**config.mk**
```make
export PLATFORM = sky130hd
export DESIGN_NAME = pixel_write_arbiter
export DESIGN_NICKNAME = d
export VERILOG_FILES = /design/src/rtl/pixel_arb_pkg.sv /design/src/rtl/pixel_write_arbiter_rr_picker.sv /design/src/rtl/pixel_write_arbiter.sv
export SDC_FILE = /design/constraint.sdc
export NUM_CORES = 1
export LEC_CHECK = 0
export CORE_ASPECT_RATIO = 0.5
export CORE_MARGIN = 2
export CORE_UTILIZATION = 43
export DETAILED_ROUTE_END_ITERATION = 12
export HOLD_SLACK_MARGIN = 0.1
export PLACE_DENSITY = 0.81
export SETUP_SLACK_MARGIN = 0.02
export SLEW_MARGIN = 30
export SYNTH_ARGS = -nofsm -noshare
export SYNTH_HDL_FRONTEND = slang
export SYNTH_SLANG_ARGS = --single-unit
```
**constraint.sdc**
```tcl
create_clock -name clk -period 2.9 [get_ports clk]
set_input_delay 0.58 -clock clk [delete_from_list [all_inputs] [get_ports clk]]
set_output_delay 0.58 -clock clk [all_outputs]
set_load 0.01 [all_outputs]
```
**src/rtl/pixel_arb_pkg.sv**
```systemverilog
// ============================================================================
// Module : pixel_arb_pkg
// Brief  : Shared types and default geometry for the pixel write arbiter.
// Rev    : 1.0  initial release
// ============================================================================
`default_nettype none

package pixel_arb_pkg;

   typedef enum logic [1:0] {
      IDLE  = 2'd0,
      GRANT = 2'd1,
      CLEAR = 2'd2
   } arb_state_e;

   localparam int DEF_NREQ     = 4;
   localparam int DEF_CW       = 11;
   localparam int DEF_SCREEN_W = 640;
   localparam int DEF_SCREEN_H = 480;

endpackage

`default_nettype wire

```
**src/rtl/pixel_write_arbiter_rr_picker.sv**
```systemverilog
// ============================================================================
// Module : rr_picker
// Brief  : Combinational round-robin pick of the first requester after last_winner.
// Rev    : 1.0  initial release
// ============================================================================
`default_nettype none

module rr_picker #(
   parameter int NREQ = 4,
   parameter int LW   = 2
) (
   input  logic [NREQ-1:0] req,
   input  logic [LW-1:0]   last_winner,
   output logic [NREQ-1:0] winner,
   output logic            any
);

   logic [NREQ-1:0] w_hi_mask;
   logic [NREQ-1:0] w_hi_req;
   logic [NREQ-1:0] w_pool;

   // Requesters above the last winner take precedence; otherwise wrap to the lowest.
   always_comb begin
      w_hi_mask = '0;
      for (int i = 0; i < NREQ; i++) begin
         w_hi_mask[i] = (LW'(i) > last_winner);
      end
   end

   assign w_hi_req = req & w_hi_mask;
   assign w_pool   = (|w_hi_req) ? w_hi_req : req;
   assign winner   = w_pool & (~w_pool + {{(NREQ-1){1'b0}}, 1'b1});
   assign any      = |req;

endmodule

`default_nettype wire

```
**src/rtl/pixel_write_arbiter.sv**
```systemverilog
// ============================================================================
// Module : pixel_write_arbiter
// Brief  : Round-robin burst arbiter for the framebuffer write port with clear sweep.
// Rev    : 1.0  initial release
// ============================================================================
`default_nettype none

module pixel_write_arbiter
   import pixel_arb_pkg::*;
#(
   parameter int NREQ     = DEF_NREQ,
   parameter int CW       = DEF_CW,
   parameter int SCREEN_W = DEF_SCREEN_W,
   parameter int SCREEN_H = DEF_SCREEN_H
) (
   input  logic             clk,
   input  logic             reset,
   input  logic             frame_start,
   input  logic [NREQ-1:0]  req,
   input  logic [NREQ-1:0]  req_last,
   input  logic [NREQ*CW-1:0] req_x,
   input  logic [NREQ*CW-1:0] req_y,
   input  logic [NREQ-1:0]  req_color,
   output logic [NREQ-1:0]  gnt,
   output logic             fb_we,
   output logic [CW-1:0]    fb_x,
   output logic [CW-1:0]    fb_y,
   output logic             fb_color,
   output logic             busy,
   output logic             clear_done
);

   localparam int LW = (NREQ > 1) ? $clog2(NREQ) : 1;

   generate
      if ((SCREEN_W - 1) >= (2 ** CW) || (SCREEN_H - 1) >= (2 ** CW) || NREQ < 2) begin : g_bad_cfg
         $error("pixel_write_arbiter: screen size does not fit CW or NREQ < 2");
      end
   endgenerate

   arb_state_e      r_state, w_state_nxt;
   logic [NREQ-1:0] r_gnt, w_gnt_nxt;
   logic [LW-1:0]   r_last_winner, w_last_winner_nxt;
   logic            r_clear_pending, w_clear_pending_nxt;
   logic [CW-1:0]   r_sx, r_sy, w_sx_nxt, w_sy_nxt;
   logic            r_fb_we, w_fb_we_nxt;
   logic [CW-1:0]   r_fb_x, r_fb_y, w_fb_x_nxt, w_fb_y_nxt;
   logic            r_fb_color, w_fb_color_nxt;
   logic            r_clear_done, w_clear_done_nxt;

   logic [NREQ-1:0] w_winner;
   logic            w_any;
   logic            w_accept;
   logic            w_accept_last;
   logic [CW-1:0]   w_pix_x, w_pix_y;
   logic            w_pix_color;
   logic [LW-1:0]   w_gnt_idx;
   logic            w_sweep_end;
   logic            w_x_end;

   rr_picker #(
      .NREQ (NREQ),
      .LW   (LW)
   ) u_rr_picker (
      .req         (req),
      .last_winner (r_last_winner),
      .winner      (w_winner),
      .any         (w_any)
   );

   // Grant is one-hot, so OR-ing the masked lanes selects the granted pixel.
   always_comb begin
      w_pix_x     = '0;
      w_pix_y     = '0;
      w_pix_color = 1'b0;
      w_gnt_idx   = '0;
      for (int i = 0; i < NREQ; i++) begin
         if (r_gnt[i]) begin
            w_pix_x     = w_pix_x | req_x[i*CW +: CW];
            w_pix_y     = w_pix_y | req_y[i*CW +: CW];
            w_pix_color = w_pix_color | req_color[i];
            w_gnt_idx   = w_gnt_idx | LW'(i);
         end
      end
   end

   assign w_accept      = |(req & r_gnt);
   assign w_accept_last = |(req & req_last & r_gnt);
   assign w_x_end       = (r_sx == CW'(SCREEN_W - 1));
   assign w_sweep_end   = w_x_end && (r_sy == CW'(SCREEN_H - 1));

   always_ff @(posedge clk or negedge reset) begin
      if (!reset) begin
         r_state <= IDLE;
      end else begin
         r_state <= w_state_nxt;
      end
   end

   always_comb begin
      w_state_nxt = r_state;
      case (r_state)
         IDLE: begin
            if (r_clear_pending) begin
               w_state_nxt = CLEAR;
            end else if (w_any) begin
               w_state_nxt = GRANT;
            end
         end
         GRANT: begin
            if (w_accept_last) begin
               w_state_nxt = IDLE;
            end
         end
         CLEAR: begin
            if (w_sweep_end) begin
               w_state_nxt = IDLE;
            end
         end
         default: w_state_nxt = IDLE;
      endcase
   end

   always_comb begin
      w_gnt_nxt           = r_gnt;
      w_last_winner_nxt   = r_last_winner;
      w_clear_pending_nxt = r_clear_pending | (frame_start && (r_state != CLEAR));
      w_sx_nxt            = r_sx;
      w_sy_nxt            = r_sy;
      w_fb_we_nxt         = 1'b0;
      w_fb_x_nxt          = r_fb_x;
      w_fb_y_nxt          = r_fb_y;
      w_fb_color_nxt      = r_fb_color;
      w_clear_done_nxt    = 1'b0;
      case (r_state)
         IDLE: begin
            if (!r_clear_pending && w_any) begin
               w_gnt_nxt = w_winner;
            end
         end
         GRANT: begin
            if (w_accept) begin
               w_fb_we_nxt    = 1'b1;
               w_fb_x_nxt     = w_pix_x;
               w_fb_y_nxt     = w_pix_y;
               w_fb_color_nxt = w_pix_color;
            end
            if (w_accept_last) begin
               w_gnt_nxt         = '0;
               w_last_winner_nxt = w_gnt_idx;
            end
         end
         CLEAR: begin
            w_fb_we_nxt    = 1'b1;
            w_fb_x_nxt     = r_sx;
            w_fb_y_nxt     = r_sy;
            w_fb_color_nxt = 1'b0;
            if (w_sweep_end) begin
               w_clear_done_nxt    = 1'b1;
               w_clear_pending_nxt = 1'b0;
               w_sx_nxt            = '0;
               w_sy_nxt            = '0;
            end else if (w_x_end) begin
               w_sx_nxt = '0;
               w_sy_nxt = r_sy + 1'b1;
            end else begin
               w_sx_nxt = r_sx + 1'b1;
            end
         end
         default: begin
            w_gnt_nxt = '0;
         end
      endcase
   end

   always_ff @(posedge clk or negedge reset) begin
      if (!reset) begin
         r_gnt           <= '0;
         r_last_winner   <= LW'(NREQ - 1);
         r_clear_pending <= 1'b1;
         r_sx            <= '0;
         r_sy            <= '0;
         r_fb_we         <= 1'b0;
         r_fb_x          <= '0;
         r_fb_y          <= '0;
         r_fb_color      <= 1'b0;
         r_clear_done    <= 1'b0;
      end else begin
         r_gnt           <= w_gnt_nxt;
         r_last_winner   <= w_last_winner_nxt;
         r_clear_pending <= w_clear_pending_nxt;
         r_sx            <= w_sx_nxt;
         r_sy            <= w_sy_nxt;
         r_fb_we         <= w_fb_we_nxt;
         r_fb_x          <= w_fb_x_nxt;
         r_fb_y          <= w_fb_y_nxt;
         r_fb_color      <= w_fb_color_nxt;
         r_clear_done    <= w_clear_done_nxt;
      end
   end

   assign gnt        = r_gnt;
   assign fb_we      = r_fb_we;
   assign fb_x       = r_fb_x;
   assign fb_y       = r_fb_y;
   assign fb_color   = r_fb_color;
   assign clear_done = r_clear_done;
   assign busy       = (r_state != IDLE);

endmodule

`default_nettype wire
```
==> results.ini, run 1 <==
[run_status]
run_status=finished, final reports clean

[power_and_ir_drop]
clockPowerShare=0.184
power_frac_seq=0.337
p_per_area_nw_per_um2=689
internal_power_mw=1.97
total_power_mw=3.24
power_switching_share=0.390
p_switching_mw=1.26
p_leak_nw=1.84
p_comb_frac=0.479
vdd_drop_max_v=0.000499

[finish]
final_common_cell=clkdlybuf4s50_1
antenna_cells=0
drive_above_1_share=0.0501
layout_common_cells=clkdlybuf4s50_1 (131), dfrtp_1 (53), a21oi_1 (50)
area_growth_pct=49.3
postLayoutCellArea_um2=4690
fin_util=0.682
num-nets-final=586

[synthesis]
ys_ff_latch=56
avgSynthCellArea_um2=8.81
yosys_warnings=0
syn_inst=357
synth_ff_type=dfrtp_1
syn_area_um2=3140
synth_edf_count=0
synth-async-reset-ratio=1.00
syn_nets=465
yosysSeqAreaShare=0.447
netlist-cell-type-count=43

[floorplan]
num_io_pins=133
rows=21
die_w_um=125
die_y_um=64.5
start_util=0.457
core_um2=6880
dieArea_um2=8050

[clocking]
insertion_delay_ps=300
cts_sinks=56
clk_pin_slew_ps=70
cts_inserted_buffers=5
cts_hold_buf=0
htree_levels=2
postCtsSetupBuffers=0
cts-root-buf=clkbuf_16
tritoncts=yes
clockBufferDepth=2
postCtsResizedCells=0

[drt]
drt-initial-drc-count=234
wl_per_cell_um=16.8
drc=0
antenna_left=0
via_per_inst=5.74
wl_um=9590
num_vias=3280
dr.pass1.iters=5

[worst_setup_path]
worstPathMaxFanout=5
slowest_stage=clkdlybuf4s50_1
reg2regPathDepth=5
crit_top_cell=inv_1
arrival_ps=1720
path_cells=inv_1, ha_1, inv_1, clkdlybuf4s50_1
startpoint_type=register
cpPeakStageDelay_ps=560
endpoint_kind=primary output
r2r_start=r_sx[8]
required_ps=2320
cp-startpoint=r_state[0]
crit_type=reg2out

[timing]
fin_crit_sh=0.794
rsz0062_at_grt=false
skew_ps=7.93
finalMaxSlewViolations=0
max_slew.worst_pin.slew_ps=501
relSlewSlack=0.664
min_period_ps=2300
max_clock_freq_mhz=434
setup_violations=0
setup-tns-final_ps=0
finalHoldViolCount=0

[placed_design]
io_buffers=132
dpl_cell_area_um2=4550
gp_congestion=0.813
hpwl_um=7110

[global_route]
grt_pass1_vias=3271
grt_max_degree=52
grt_overflow=0
antenna_found_initial=0
grt_pass1_wl_um=15900
grt_use_total=0.247

[run]
cap_violations=0

[worst_hold_path]
hold_path.class=in2async

final timing paths:
path	slack, ps	to
worst max-delay path	600	busy
worst min-delay path	110	gnt[3]
worst max register to register	690	r_state[1]
worst min register to register	480	fb_y[2]
max in group asynchronous	2260	r_clear_pending
min in group clk	480	fb_y[2]
layer usage:
metal,track usage,part of all wire
met1,0.311,0.43
met2,0.441,0.50
met3,0.0553,0.057
met4,0.0611,0.018
met5,0,0
cells in the mapped netlist (3+ instances only):
library cell | n | area share
a21oi_1 | 51 | 0.081
a22oi_1 | 48 | 0.11
and4_1 | 3 | 0.0084
buf_1 | 7 | 0.0084
clkbuf_1 | 19 | 0.023
dfrtp_1 | 53 | 0.42
dfstp_2 | 3 | 0.025
ha_1 | 5 | 0.020
inv_1 | 8 | 0.0096
nand2_1 | 38 | 0.045
nand3_1 | 14 | 0.022
nand4_1 | 10 | 0.020
nor2_1 | 16 | 0.019
nor3_1 | 5 | 0.0080
o21ai_0 | 30 | 0.048
o31ai_1 | 4 | 0.0096
or3_1 | 4 | 0.0080
xnor2_1 | 8 | 0.022
xor2_1 | 4 | 0.011
per-stage QoR:
| stage | cells | setup WS [ps] | hold slack [ps] |
|---|---|---|---|
| after global routing | 571 | 528 | 109 |
| after detailed placement | 563 | 386 | 419 |
| after global placement | 563 | 438 | 419 |
| after floorplan | 357 | 855 | 284 |
| final | 571 | 598 | 108 |
| after CTS | 571 | 593 | 106 |
cell families after synthesis:
group | count (synthesis) | synth area share
muxes | 1 | 0.00358
DFF | 56 | 0.447
AOI/OAI and AO/OA | 149 | 0.298
xor gates and xnor gates | 12 | 0.0334
adders and majority gates | 5 | 0.0199
and+or+nand+nor | 99 | 0.154
buffers and inverters | 35 | 0.0442
sequential cells by signal, indices dropped and copies added, names as in the netlist:
name             count
gnt                  4
r_state              2
fb_we                1
clear_done           1
r_sy                11
fb_x                11
r_clear_pending      1
fb_color             1
r_last_winner        2
fb_y                11
r_sx                11
worst max-delay path, delay by kind of cell (launching register included):
kind / cells / cell delay, ps
fa+ha+maj: 1 / 260
buf+inv: 3 / 780
flops: 1 / 390
final cells by class:
class,count,area (µm²)
well taps,92,115
inverters,8,30.0
repair buffers,141,1400
clock buffers,7,133
fillers,587,2190
clock inverters,1,8.76
multi-input cells,266,1610
flip-flops and latches,56,1410
power groups by stage:
stage               Clock [mW]  Combinational [mW]  Sequential [mW]
floorplan                    0               0.887             1.10
global placement             0                1.52             1.10
detailed placement           0                1.54             1.10
CTS                      0.616                1.55             1.09
global route             0.659                1.72             1.11
finish                   0.595                1.55             1.09
No activity file was read; power rests on OpenSTA's default activity.
==> run 2: changes to the inputs <==
- clock period: 2.9 -> 2.2 ns (I/O delays scaled with it)
==> results.ini, run 2 (synthesis gave the netlist of run 1 again) <==
[run_status]
run_status=finished, final reports clean

[placed_design]
dpl_cell_area_um2=4640  ; +1.9%
hpwl_um=7620  ; +7.1%
dp_slack_ps=-36.6  ; -423 ps
io_buffers=132  ; unchanged
gp_congestion=0.851  ; +4.7%

[timing]
setup_ws_ps=91.3  ; -506 ps
relSlewSlack=0.692  ; +0.0278
hold_ws_ps=128  ; +19.3 ps
setup_violations=0  ; unchanged
finalMaxSlewViolations=0  ; unchanged
max_slew.worst_pin.slew_ps=456  ; -45.2 ps
setup-tns-final_ps=0  ; unchanged
skew_ps=7.94  ; +0.00403 ps
finalHoldViolCount=0  ; unchanged
max_clock_freq_mhz=474
fin_crit_sh=0.958
rsz0062_at_grt=false
min_period_ps=2110

[worst_setup_path]
worstPathMaxFanout=4  ; -1
crit_family=simple AND/OR/NAND/NOR gates
endpoint_kind=register
reg2regPathDepth=5  ; unchanged
crit_type=reg2reg
slowest_stage=or4b_4
required_ps=2430  ; +110 ps
cpPeakStageDelay_ps=500  ; -60 ps
crit_buf_inv=0  ; -3
ff2ff_setup_slack_ps=90  ; -600 ps
startpoint_type=register
path_cells=or4b_4, or2_1, o41a_1, or3_1, nand3_1
arrival_ps=2340  ; +620 ps
cp_num_cells=5  ; +1

[finish]
multiInputGateArea_um2=1610  ; +0.16%
drive_above_1_share=0.0739  ; +0.0238
fillers=584  ; -0.51%
antenna_cells=0  ; unchanged
postLayoutCellArea_um2=4810  ; +2.4%
area_growth_pct=52.9
layout_common_cells=clkdlybuf4s50_1 (131), dfrtp_1 (53), a21oi_1 (50)
final_common_cell=clkdlybuf4s50_1
num-nets-final=594  ; +1.4%
seq_area_um2=1410  ; unchanged

[drt]
drc=0  ; unchanged
drt-initial-drc-count=201  ; -14%
num_vias=3337  ; +1.7%
wl_um=10100  ; +5.8%
antenna_left=0  ; unchanged
dr.pass1.iters=4  ; -1
wl_per_cell_um=17.5  ; +4.4%
via_per_inst=5.76  ; +0.33%

[power_and_ir_drop]
p_leak_nw=1.90  ; +3.3%
clockPowerShare=0.202  ; +0.018
power_frac_seq=0.320  ; -0.017
vdd_drop_max_v=0.000672  ; +35%
power_switching_share=0.380  ; -0.00927
p_comb_frac=0.479  ; about the same
p_per_area_nw_per_um2=939  ; +36%
p_switching_mw=1.72  ; +36%
internal_power_mw=2.80  ; +42%
total_power_mw=4.52  ; +40%

[global_route]
grt_pass1_wl_um=16300  ; +2.2%
busiest_layer=met2
gr-usage-met3=0.0553  ; unchanged
grt_pass1_vias=3299  ; +0.86%
grt_max_degree=57  ; +9.6%
grt_overflow=0  ; unchanged
met1_usage=0.314  ; +0.00320
use_met2=0.445  ; +0.00410
grt_use_total=0.255  ; +0.00776
antenna_found_initial=0  ; unchanged

[floorplan]
die_y_um=64.5  ; unchanged
core_um2=6880  ; unchanged
num_io_pins=133  ; unchanged
start_util=0.457  ; unchanged
rows=21  ; unchanged
die_w_um=125  ; unchanged
dieArea_um2=8050  ; unchanged

[worst_hold_path]
hold_path.class=in2async

[clocking]
cts_hold_buf=0  ; unchanged
cts_inserted_buffers=5  ; unchanged
cts_sinks=56  ; unchanged
clockBufferDepth=2  ; unchanged
cts-root-buf=clkbuf_16
insertion_delay_ps=300  ; about the same
clk_pin_slew_ps=70  ; about the same
htree_levels=2  ; unchanged
tritoncts=yes

[run]
cap_violations=0  ; unchanged

[run 2: worst paths after layout]
| check | start | end |
|---|---|---|
| min in group clk | fb_y[9] | fb_y[9] |
| min | reset | gnt[2] |
| min reg2reg | fb_y[9] | fb_y[9] |
| max reg2reg | r_sx[10] | r_state[1] |
| max | r_sx[10] | r_state[1] |
| max in group asynchronous | reset | r_clear_pending |
[run 2: final cells by class]
cell class,instances,share of cell area
multi-input combinational,266,0.335
timing repair buffer,149,0.308
sequential,56,0.292
clock buffer,5,0.0260
tap,92,0.0239
clock inverter,3,0.00885
inverter,8,0.00625
[run 2: through the flow]
step                      utilization  std cells
after floorplan                     -        357
after global placement          0.674        571
after detailed placement        0.674        571
after CTS                       0.698        579
after global routing            0.698        579
final                           0.698        579
[run 2: what timing repair did]
action | in CTS | in global routing
buffers inserted | 0 | 0
endpoints found under the setup margin | 0 | 1
gates resized for setup | 0 | 2
[run 2: metal layers]
metal	vias to the layer above	wire, µm
met4	0	311
li1	1590	-
met1	1608	4290
met3	27	563
met2	112	4980
met5	-	0
[run 2: power by group through the flow]
stage	registers (mW)	clock network, mW	logic (mW)
3_5_place_dp	1.46	0	2.15
2_1_floorplan	1.46	0	1.17
4_1_cts	1.44	0.931	2.16
6_report	1.44	0.912	2.16
5_1_grt	1.47	0.973	2.39
3_3_place_gp	1.45	0	2.10
[run 2: worst reg2reg max path, cell delays in order, from the launching register on]
cell	delay, ps
dfrtp_1	430
or4b_4	500
or2_1	260
o41a_1	400
or3_1	380
nand3_1	80
==> run 3: changes to the inputs <==
==> constraint.sdc (replaced) <==
create_clock -name clk -period 2.2 [get_ports clk]
set_input_delay 0.44 -clock clk [delete_from_list [all_inputs] [get_ports clk]]
set_output_delay 0.44 -clock clk [all_outputs]
set_load 0.02 [all_outputs]
==> results.ini, run 3 (synthesis gave the netlist of run 1 again) <==
[run_status]
run_status=finished, final reports clean

[timing]
rsz0062_at_grt=false
min_period_ps=2150  ; +37.6 ps
skew_ps=9.84  ; +1.90 ps
setup_ws_ps=53.8  ; -37.6 ps
setup_violations=0  ; unchanged
finalMaxSlewViolations=0  ; unchanged
finalHoldViolCount=0  ; unchanged
max_clock_freq_mhz=466  ; -1.8%
max_slew.worst_pin.slew_ps=442  ; -13.4 ps
relSlewSlack=0.701  ; +0.00908
setup-tns-final_ps=0  ; unchanged
fin_crit_sh=0.976  ; +0.0171

[worst_setup_path]
startpoint_type=register
cpPeakStageDelay_ps=500  ; about the same
ff2ff_setup_slack_ps=50  ; -40 ps
crit_family=simple AND/OR/NAND/NOR gates
crit_type=reg2reg
required_ps=2430  ; about the same
endpoint_kind=register
path_cells=or4b_4, or2_1, o41a_1, or3_1, nand3_1
crit_buf_inv=0  ; unchanged
worstPathMaxFanout=4  ; unchanged
arrival_ps=2380  ; +40 ps
slowest_stage=or4b_4

[power_and_ir_drop]
vdd_drop_max_v=0.000752  ; +12%
p_leak_nw=1.90  ; -0.14%
total_power_mw=4.54  ; +0.52%
p_per_area_nw_per_um2=946  ; +0.73%

[global_route]
grt_overflow=0  ; unchanged
grt_max_degree=57  ; unchanged
grt_pass1_vias=3367  ; +2.1%
antenna_found_initial=0  ; unchanged
grt_use_total=0.260  ; +0.00496
grt_pass1_wl_um=16800  ; +3.0%

[clocking]
tritoncts=yes
clockBufferDepth=2  ; unchanged
cts_inserted_buffers=5  ; unchanged
clk_pin_slew_ps=80  ; about the same
cts-root-buf=clkbuf_16
htree_levels=2  ; unchanged
cts_sinks=56  ; unchanged
cts_hold_buf=0  ; unchanged
postCtsResizedCells=1  ; +1
postCtsSetupBuffers=0  ; unchanged
insertion_delay_ps=300  ; about the same

[floorplan]
die_y_um=64.5  ; unchanged
start_util=0.457  ; unchanged
num_io_pins=133  ; unchanged
rows=21  ; unchanged
core_um2=6880  ; unchanged
dieArea_um2=8050  ; unchanged
die_w_um=125  ; unchanged

[finish]
layout_common_cells=clkdlybuf4s50_1 (130), dfrtp_1 (53), a21oi_1 (50)
final_common_cell=clkdlybuf4s50_1
postLayoutCellArea_um2=4800  ; -0.21%
fillers=587  ; +0.51%
antenna_cells=0  ; unchanged
drive_above_1_share=0.0717  ; -0.00220
num-nets-final=595  ; +0.17%
area_growth_pct=52.6

[placed_design]
hpwl_um=7530  ; -1.2%
gp_congestion=0.861  ; +1.1%
dpl_cell_area_um2=4650  ; +0.16%
dp_slack_ps=15.0  ; +51.6 ps
io_buffers=132  ; unchanged

[drt]
antenna_left=0  ; unchanged
wl_per_cell_um=17.2  ; -2.1%
drt-initial-drc-count=282  ; +40%
via_per_inst=5.67  ; -1.6%
drc=0  ; unchanged
wl_um=9950  ; -2.0%
dr.pass1.iters=5  ; +1
num_vias=3290  ; -1.4%

[worst_hold_path]
hold_path.class=in2async

[run]
cap_violations=0  ; unchanged

run 3: cell types whose count changed in the layout (fill, tap and decap cells not counted), sizes merged:
cell and delta:
clkinvlp +1, clkdlybuf4s50 -1, clkbuf +1, buf +1, bufinv -1, clkinv -1, dlygate4sd2 +1
run 3: through the flow:
| step | instances | hold WS (ps) | util |
|---|---|---|---|
| 4_1_cts | 580 | 151 | 0.697 |
| 5_1_grt | 580 | 172 | 0.697 |
| 2_1_floorplan | 357 | 144 | - |
| 3_5_place_dp | 572 | 463 | 0.675 |
| 3_3_place_gp | 572 | 460 | 0.675 |
| 6_report | 580 | 130 | 0.697 |
run 3: final timing paths:
path,startpoint,end,depth (start not counted)
max,r_sx[10],r_state[1],5
min,reset,gnt[2],2
max reg2reg,r_sx[10],r_state[1],5
min reg2reg,fb_y[8],fb_y[8],2
max in group asynchronous,reset,r_clear_pending,2
min in group clk,fb_y[8],fb_y[8],2
run 3: layout make-up:
type                    instances  area (µm²)  share of cell area
inverters                       8        30.0             0.00626
clock inverters                 2        15.0             0.00313
well taps                      92         115              0.0240
flip-flops and latches         56        1410               0.293
clock buffers                   6         139              0.0289
multi-input cells             266        1610               0.335
repair buffers                150        1490               0.310
run 3: power by group:
part	switching (mW)	leakage, nW	internal, mW	total [mW]
clock	0.369	0.0691	0.454	0.823
combinational	1.27	1.09	1.01	2.27
sequential	0.187	0.747	1.26	1.44
total	1.82	1.90	2.72	4.54
run 3: metal layers:
layer | global-route usage | vias to the layer above | share of wire
met5 | 0 | - | 0
met4 | 0.0708 | 0 | 0.018
met3 | 0.0553 | 16 | 0.056
met2 | 0.458 | 108 | 0.50
met1 | 0.330 | 1575 | 0.43
li1 | - | 1591 | -
run 3: worst reg2reg max path: stages (launching register included):
cell,delay [ps]
dfrtp_1,440
or4b_4,500
or2_1,260
o41a_1,420
or3_1,380
nand3_1,80
